==> src/rtl/dm_port_arbiter.sv <==
// Two-port arbiter and access sequencer for the byte-addressed data memory; partial stores become read-modify-write.
// Optional macro DM_ARB_RR_EN selects round-robin arbitration; undefined gives fixed priority to port 0.
module dm_port_arbiter #(
   parameter int AW = 10,
   parameter int DW = 32
) (
   input  logic            clk,
   input  logic            rst_n,
   input  logic            m0_req,
   input  logic            m0_we,
   input  logic [DW/8-1:0] m0_be,
   input  logic [AW-1:0]   m0_addr,
   input  logic [DW-1:0]   m0_wdata,
   output logic            m0_ack,
   output logic [DW-1:0]   m0_rdata,
   input  logic            m1_req,
   input  logic            m1_we,
   input  logic [DW/8-1:0] m1_be,
   input  logic [AW-1:0]   m1_addr,
   input  logic [DW-1:0]   m1_wdata,
   output logic            m1_ack,
   output logic [DW-1:0]   m1_rdata,
   output logic [AW-1:0]   mem_addr,
   output logic            mem_we,
   output logic [DW-1:0]   mem_din,
   input  logic [DW-1:0]   mem_dout,
   output logic            busy
);

   // state  | meaning
   // IDLE   | waiting for a request; arbitration and field latch happen here
   // ACCESS | memory addressed; read capture, full write, or RMW read-back
   // MERGE  | write of the merged word for a partial store
   // ACK    | one-cycle ack to the granted port
   typedef enum logic [1:0] {IDLE, ACCESS, MERGE, ACK} state_t;

   localparam int NB = DW / 8;
   localparam logic [AW-1:0] WORD_MASK = {{(AW-2){1'b1}}, 2'b00};

   state_t          state_q, state_d;
   logic            gnt_q;
   logic            we_q;
   logic [NB-1:0]   be_q;
   logic [AW-1:0]   addr_q;
   logic [DW-1:0]   wdata_q;
   logic [DW-1:0]   merge_q;
   logic [DW-1:0]   merged;
   logic            win;
   logic            any_req;
   logic            be_full;
   logic            be_none;

   assign any_req = m0_req | m1_req;
   assign be_full = &be_q;
   assign be_none = ~|be_q;

`ifdef DM_ARB_RR_EN
   logic last_q;

   always_comb begin
      win = 1'b1;
      if (m0_req && m1_req) win = ~last_q;
      else if (m0_req)      win = 1'b0;
   end

   always_ff @(posedge clk or negedge rst_n) begin
      if (!rst_n)                            last_q <= 1'b1;
      else if (state_q == IDLE && any_req)   last_q <= win;
   end
`else
   assign win = ~m0_req;
`endif

   always_comb begin
      for (int i = 0; i < NB; i++)
         merged[8*i +: 8] = be_q[i] ? wdata_q[8*i +: 8] : mem_dout[8*i +: 8];
   end

   always_ff @(posedge clk or negedge rst_n) begin
      if (!rst_n) state_q <= IDLE;
      else        state_q <= state_d;
   end

   always_comb begin
      state_d = state_q;
      mem_we  = 1'b0;
      mem_din = '0;
      m0_ack  = 1'b0;
      m1_ack  = 1'b0;
      unique case (state_q)
         IDLE: begin
            if (any_req) state_d = ACCESS;
         end
         ACCESS: begin
            state_d = ACK;
            if (we_q && be_full) begin
               mem_we  = 1'b1;
               mem_din = wdata_q;
            end else if (we_q && !be_none) begin
               state_d = MERGE;
            end
         end
         MERGE: begin
            mem_we  = 1'b1;
            mem_din = merge_q;
            state_d = ACK;
         end
         ACK: begin
            m0_ack  = ~gnt_q;
            m1_ack  = gnt_q;
            state_d = IDLE;
         end
         default: state_d = IDLE;
      endcase
   end

   // The full byte address is latched; lane bits are masked on the way out.
   always_ff @(posedge clk or negedge rst_n) begin
      if (!rst_n) begin
         gnt_q    <= 1'b0;
         we_q     <= 1'b0;
         be_q     <= '0;
         addr_q   <= '0;
         wdata_q  <= '0;
         merge_q  <= '0;
         m0_rdata <= '0;
         m1_rdata <= '0;
      end else begin
         if (state_q == IDLE && any_req) begin
            gnt_q   <= win;
            we_q    <= win ? m1_we    : m0_we;
            be_q    <= win ? m1_be    : m0_be;
            addr_q  <= win ? m1_addr  : m0_addr;
            wdata_q <= win ? m1_wdata : m0_wdata;
         end
         if (state_q == ACCESS) begin
            if (!we_q) begin
               if (gnt_q) m1_rdata <= mem_dout;
               else       m0_rdata <= mem_dout;
            end else if (!be_full && !be_none) begin
               merge_q <= merged;
            end
         end
      end
   end

   assign mem_addr = addr_q & WORD_MASK;
   assign busy     = (state_q != IDLE);

endmodule

==> config.mk <==
export PLATFORM = sky130hd
export DESIGN_NAME = dm_port_arbiter
export DESIGN_NICKNAME = d
export VERILOG_FILES = /design/src/rtl/dm_port_arbiter.sv
export SDC_FILE = /design/constraint.sdc
export NUM_CORES = 1
export LEC_CHECK = 0
export BUFFER_PORTS_ARGS = -buffer_cell sky130_fd_sc_hd__buf_2
export CORE_UTILIZATION = 30
export CTS_CLUSTER_SIZE = 40
export DETAILED_ROUTE_END_ITERATION = 8
export GPL_TIMING_DRIVEN = 0
export PLACE_DENSITY = 0.55
export SYNTH_ARGS = -nofsm -noshare
export SYNTH_HDL_FRONTEND = slang
export SYNTH_SLANG_ARGS = --single-unit
==> constraint.sdc <==
create_clock -name clk -period 2.54 [get_ports clk]
set_input_delay 0 -clock clk [delete_from_list [all_inputs] [get_ports clk]]
set_output_delay 0 -clock clk [all_outputs]
set_load 0.01 [all_outputs]
Word level (Yosys, flattened, before mapping)

Cells that the tools add are included.

Flip-flop bits (word level): 146
Latch bits: 0
RAM bits: 0
ROM bits: 0
Bits of input ports: 130
Output and inout bits: 110
Logic and storage cells: 47
Memories kept: 0

Add/sub/neg operators: 0
Multiply operators: 0
Div/mod/pow operators: 0
$lt $le $gt $ge: 0
Equality and inequality tests: 4
Shift-type cells: 0
Mux-type cells: 18
Bitwise operators: 4
Reduce and logical (&&, ||, !) cells: 12

Operator list:

| operator           | number |
|---|---|
| $mux 32            | 2 |
| $pmux 32 s2        | 1 |
| $mux 8             | 4 |
| $mux 10            | 1 |
| $reduce_and 3->1   | 3 |
| $pmux 2 s4         | 1 |
| $mux 1             | 6 |
| $eq 2x2->1 const B | 2 |
| $logic_and 1x1->1  | 4 |
| $mux 4             | 1 |
| $reduce_and 4->1   | 1 |
| $reduce_or 4->1    | 1 |
| $not 1->1          | 3 |
| $eq 2x1->1 const B | 1 |
| $logic_not 2->1    | 1 |
| $mux 2             | 1 |
| $ne 2x2->1 const B | 1 |
| $pmux 1 s2         | 1 |
| $reduce_bool 2->1  | 1 |
| $logic_not 1->1    | 1 |
| $or 1x1->1         | 1 |

Longest topological paths before layout

Depth after elaboration: 5
Gate-level depth with buffers: 7

Worst setup path after synthesis

Ideal clock, no wire load.

Path kind: reg2reg
Start point: register state_q[1]
End point: register merge_q[10]
Arrival: 1.685 ns
Setup slack: 0.730 ns
Stages on the path, launching flop included: 8
Cell sequence: dfrtp_1 inv_1 ha_1 and2_1 buf_4 nor3b_4 buf_6 mux2_4

Word-level cells in the longest chain between the ends: 2

Ends and longest elaborated chain:

| what                       | line | source |
|---|---|---|
| from (decl)                | 40   | `state_t state_q, state_d;` |
| from (signal assigned)     | 81   | `else state_q <= state_d;` |
| $eq 2x1->1                 | 136  | `if (state_q == ACCESS) begin` |
| $reduce_and 3->1 (no line) | --   |  |
| to (signal assigned)       | 141  | `merge_q <= merged;` |
| to (decl)                  | 46   | `logic [DW-1:0] merge_q;` |

No other way between the ends.
A chain may end at the register's enable or synchronous reset.

Worst setup path in the final report

Start point: register state_q[1]
End point: output port mem_din[27]

Word-level cells in the longest chain between the ends: 2
Elaborated cells between the ends (all ways): 3
Classes of those cells: eq/ne: 2; mux: 1

Ends and longest elaborated chain:

| what                                            | line | source |
|---|---|---|
| $eq 2x2->1 / $eq 2x1->1 (equally long branches) | 90   | `unique case (state_q)` |
| $pmux 32 s2 (*)                                 | 90   |  |
| to (decl)                                       | 25   | `output logic [DW-1:0] mem_din,` |

Every way passes the cells marked *; elsewhere a longest branch is shown, timed or not.

==> out/results.ini <==
[power]
p_leak_nw=4.860
p_clk_share_pct=21.4
seqPwrFrac_pct=35.0
powerDensity_nw_per_um2=1133
swShare_pct=36.35
vdd_drop_max_v=0.0005147
p_sw_mw=4.258
comb_power_share_pct=43.6
p_int_mw=7.457

[synthesis]
yosys.cell_types.count=27
synth_top_cells_by_area=dfrtp_1 (52%), mux2_2 (16%), mux2_4 (6.5%)
syn_inst=544
synth_largest_area_cell=dfrtp_1
yosysSeqAreaShare_pct=51.99
synth_top_area_share_pct=51.99
synth_warnings=0
syn_avg_cell_area_sq_um=12.74
synth_seq_cells=144
syn-cell-area_sq_um=6930

[cts]
root_buffer=clkbuf_16
cts.clk_slew.worst_paths_ns=0.07
cts_tree=built
numCtsBuffers=17
clock_sinks=144
insertion_delay_ns=0.42
cts_htree_levels=4
cts_buffer_depth=2

[routing]
vias=5696
drt-initial-drc-count=162
routedWlPerCell_um=17.51
via_per_inst=4.665
drtPass1Iterations=4
ant_nets=0
routed_wl_mm=21.38
drc=0

[placement]
dp.cells=1064
hpwl_mm=14.38
dpl_worst_slack_ns=0.3795
io_buffers=233
gp_congestion=0.7106

[floorplan]
core_sq_um=22640
fp.dieH_um=154.0
core.rowCount=55
io_pins=240
dieArea_sq_um=23710
die_width_um=154.0
start_util_pct=30.61

[grt]
track_usage_pct=18.59
grt_max_degree=74
overflow=0
grt_pass1_wl_mm=33.51
antenna_found_initial=0
grt_pass1_vias=6023

[sta]
grt_setup_unrepaired=false
max_slew_margin_pct=53.00
tightestPinTransition_ns=0.7050
finClkSkew_ns=0.009255
finalHoldViolCount=0
timing.final.max_slew_violations=0
fmaxAchievable_ghz=0.4342
final-setup-viol-count=0
timing.final.crit_share_pct=90.68
period_needed_ns=2.303
fin_setup_tns_ns=0
worst_slack_ns=0.2367

[setup_path]
critPathCaptureType=primary output
path_class=flip-flop to primary output
critPathRequiredTime_ns=2.54
crit_chain=inv_1 > ha_1 > and2_1 > buf_4 > clkbuf_2 > a32oi_1 > nor2b_1 > buf_2
cp_slowest_cell=dfrtp_1
critical_path_arrival_ns=2.30
critPathLaunchType=flip-flop
cp_slowest_stage_delay_ns=0.41
worstPathMaxFanout=16
cp.buffers_inverters=4
cp_top_family=buffers and inverters

[final_layout]
final_cells=1221
syn2layout_area_growth_pct=49.16
antenna_cells=0
nFillCells=2115
drive_gt1_share_pct=45.41
layout.nets=1057
final_util_pct=45.66

[flow_run]
cap_violations=0

[run_status]
status=complete, no violations

[worst_hold_path]
hold_class=input pin to async pin

synth_stat cells:
library cell  number
nand3_1            1
inv_1              4
or3b_2             1
a32oi_1           32
dfrtp_1          144
buf_1              1
nor4_4             1
o21ai_0           47
and4_1             1
o211ai_1           2
mux2_4            30
buf_6              3
nor2b_1           34
ha_1               4
buf_2             14
nand2_1           47
mux2i_1           45
o311ai_0           1
nor3b_4            1
nor3b_2            1
o21ai_1            1
clkbuf_1          22
buf_4              5
a21oi_1            1
conb_1             1
and2_1             2
mux2_2            98
layer usage:
layer  track usage, %  vias to the layer above  part of all wire [%]
met3            3.861                       20                   4.2
met4            5.238                        0                   1.2
met2            31.39                      152                    48
met1            23.97                     2808                    46
li1                 -                     2716                     -
met5                0                        -                     0
metrics by stage:
step                      instance area, sq um  hold WS (ns)  total power [mW]
after floorplan                           6934       -0.2956             7.235
after global placement                    8457        0.2667             9.020
after detailed placement                  8491       0.07096             9.126
after CTS                                10330        0.1817             11.85
after global routing                     10340        0.2193             12.50
final                                    10340        0.1633             11.72
repair_timing:
| action | CTS | global route |
|---|---|---|
| endpoints found under the setup margin | 0 | 23 |
| hold buffers | 126 | 0 |
| hold endpoints to repair | 213 | 0 |
| gates resized for setup | 0 | 10 |
| buffers inserted | 0 | 0 |
kinds of logic (layout without fill, tap and decap cells):
| group | count (synthesis) | after routing | share of synthesized area (%) |
|---|---|---|---|
| multiplexers | 173 | 173 | 28.92 |
| AO/OA/AOI/OAI | 84 | 84 | 7.926 |
| AND/OR/NAND/NOR | 89 | 89 | 6.878 |
| flip-flops | 144 | 144 | 52.00 |
| buffers and inverters | 49 | 440 | 3.502 |
| other | 1 | 2 | 0.05411 |
| adder cells (fa/ha/maj) | 4 | 4 | 0.7222 |
power by group through the flow:
stage                     registers (mW)  logic [mW]  clock network (mW)
after floorplan                     4.31        2.92                   0
after global placement              4.11        4.91                   0
after detailed placement            4.14        4.99                   0
after CTS                           4.11        5.17                2.58
after global routing                4.26        5.57                2.67
final                               4.11        5.10                2.51
worst paths after layout:
check | start | to | slack, ns | cells past startpoint
worst max-delay path | state_q[1] | mem_din[27] | 0.24 | 8
worst min-delay path | rst_n | m0_rdata[26] | 0.16 | 2
worst max register to register | state_q[1] | merge_q[13] | 0.34 | 7
worst min register to register | addr_q[3] | addr_q[3] | 0.48 | 2
max in group asynchronous | rst_n | m0_rdata[9] | 1.56 | 3
min in group clk | mem_dout[5] | m0_rdata[5] | 0.36 | 3
flip-flops by register name, indices dropped and copies added (netlist names):
signal    flops
m0_rdata     32
m1_rdata     32
be_q          4
addr_q        8
state_q       2
merge_q      32
we_q          1
gnt_q         1
wdata_q      32
area by class of cell:
class	instances	area [sq um]	share of cell area, %
Sequential cell	144	3603	34.86
Multi-Input combinational cell	352	3088	29.87
Timing Repair Buffer	360	2461	23.81
Clock buffer	18	439.2	4.248
Tap cell	285	356.6	3.450
Buffer	44	230.2	2.227
Clock inverter	14	143.9	1.392
Inverter	4	15.01	0.1452
cell usage in the layout, fill, tap and decap left out:
master,Yosys,final
buf_2,14,246
dfrtp_1,144,144
dlygate4sd3_1,0,126
mux2_2,98,98
nand2_1,47,47
o21ai_0,47,47
mux2i_1,45,45
nor2b_1,34,34
a32oi_1,32,32
mux2_4,30,30
clkbuf_16,0,17
clkbuf_1,22,16
inv_6,0,6
buf_4,5,5
clkbuf_2,0,5
inv_1,4,4
buf_6,3,4
ha_1,4,4
clkinvlp_4,0,4
and2_1,2,2
o211ai_1,2,2
conb_1,1,2
inv_8,0,2
and4_1,1,1
buf_1,1,1
a21oi_1,1,1
nand3_1,1,1
nor3b_2,1,1
o21ai_1,1,1
nor4_4,1,1
nor3b_4,1,1
or3b_2,1,1
o311ai_0,1,1
bufinv_16,0,1
clkinv_4,0,1
clkbuf_8,0,1
buf_16,0,1
No activity file was read; power rests on OpenSTA's default activity.
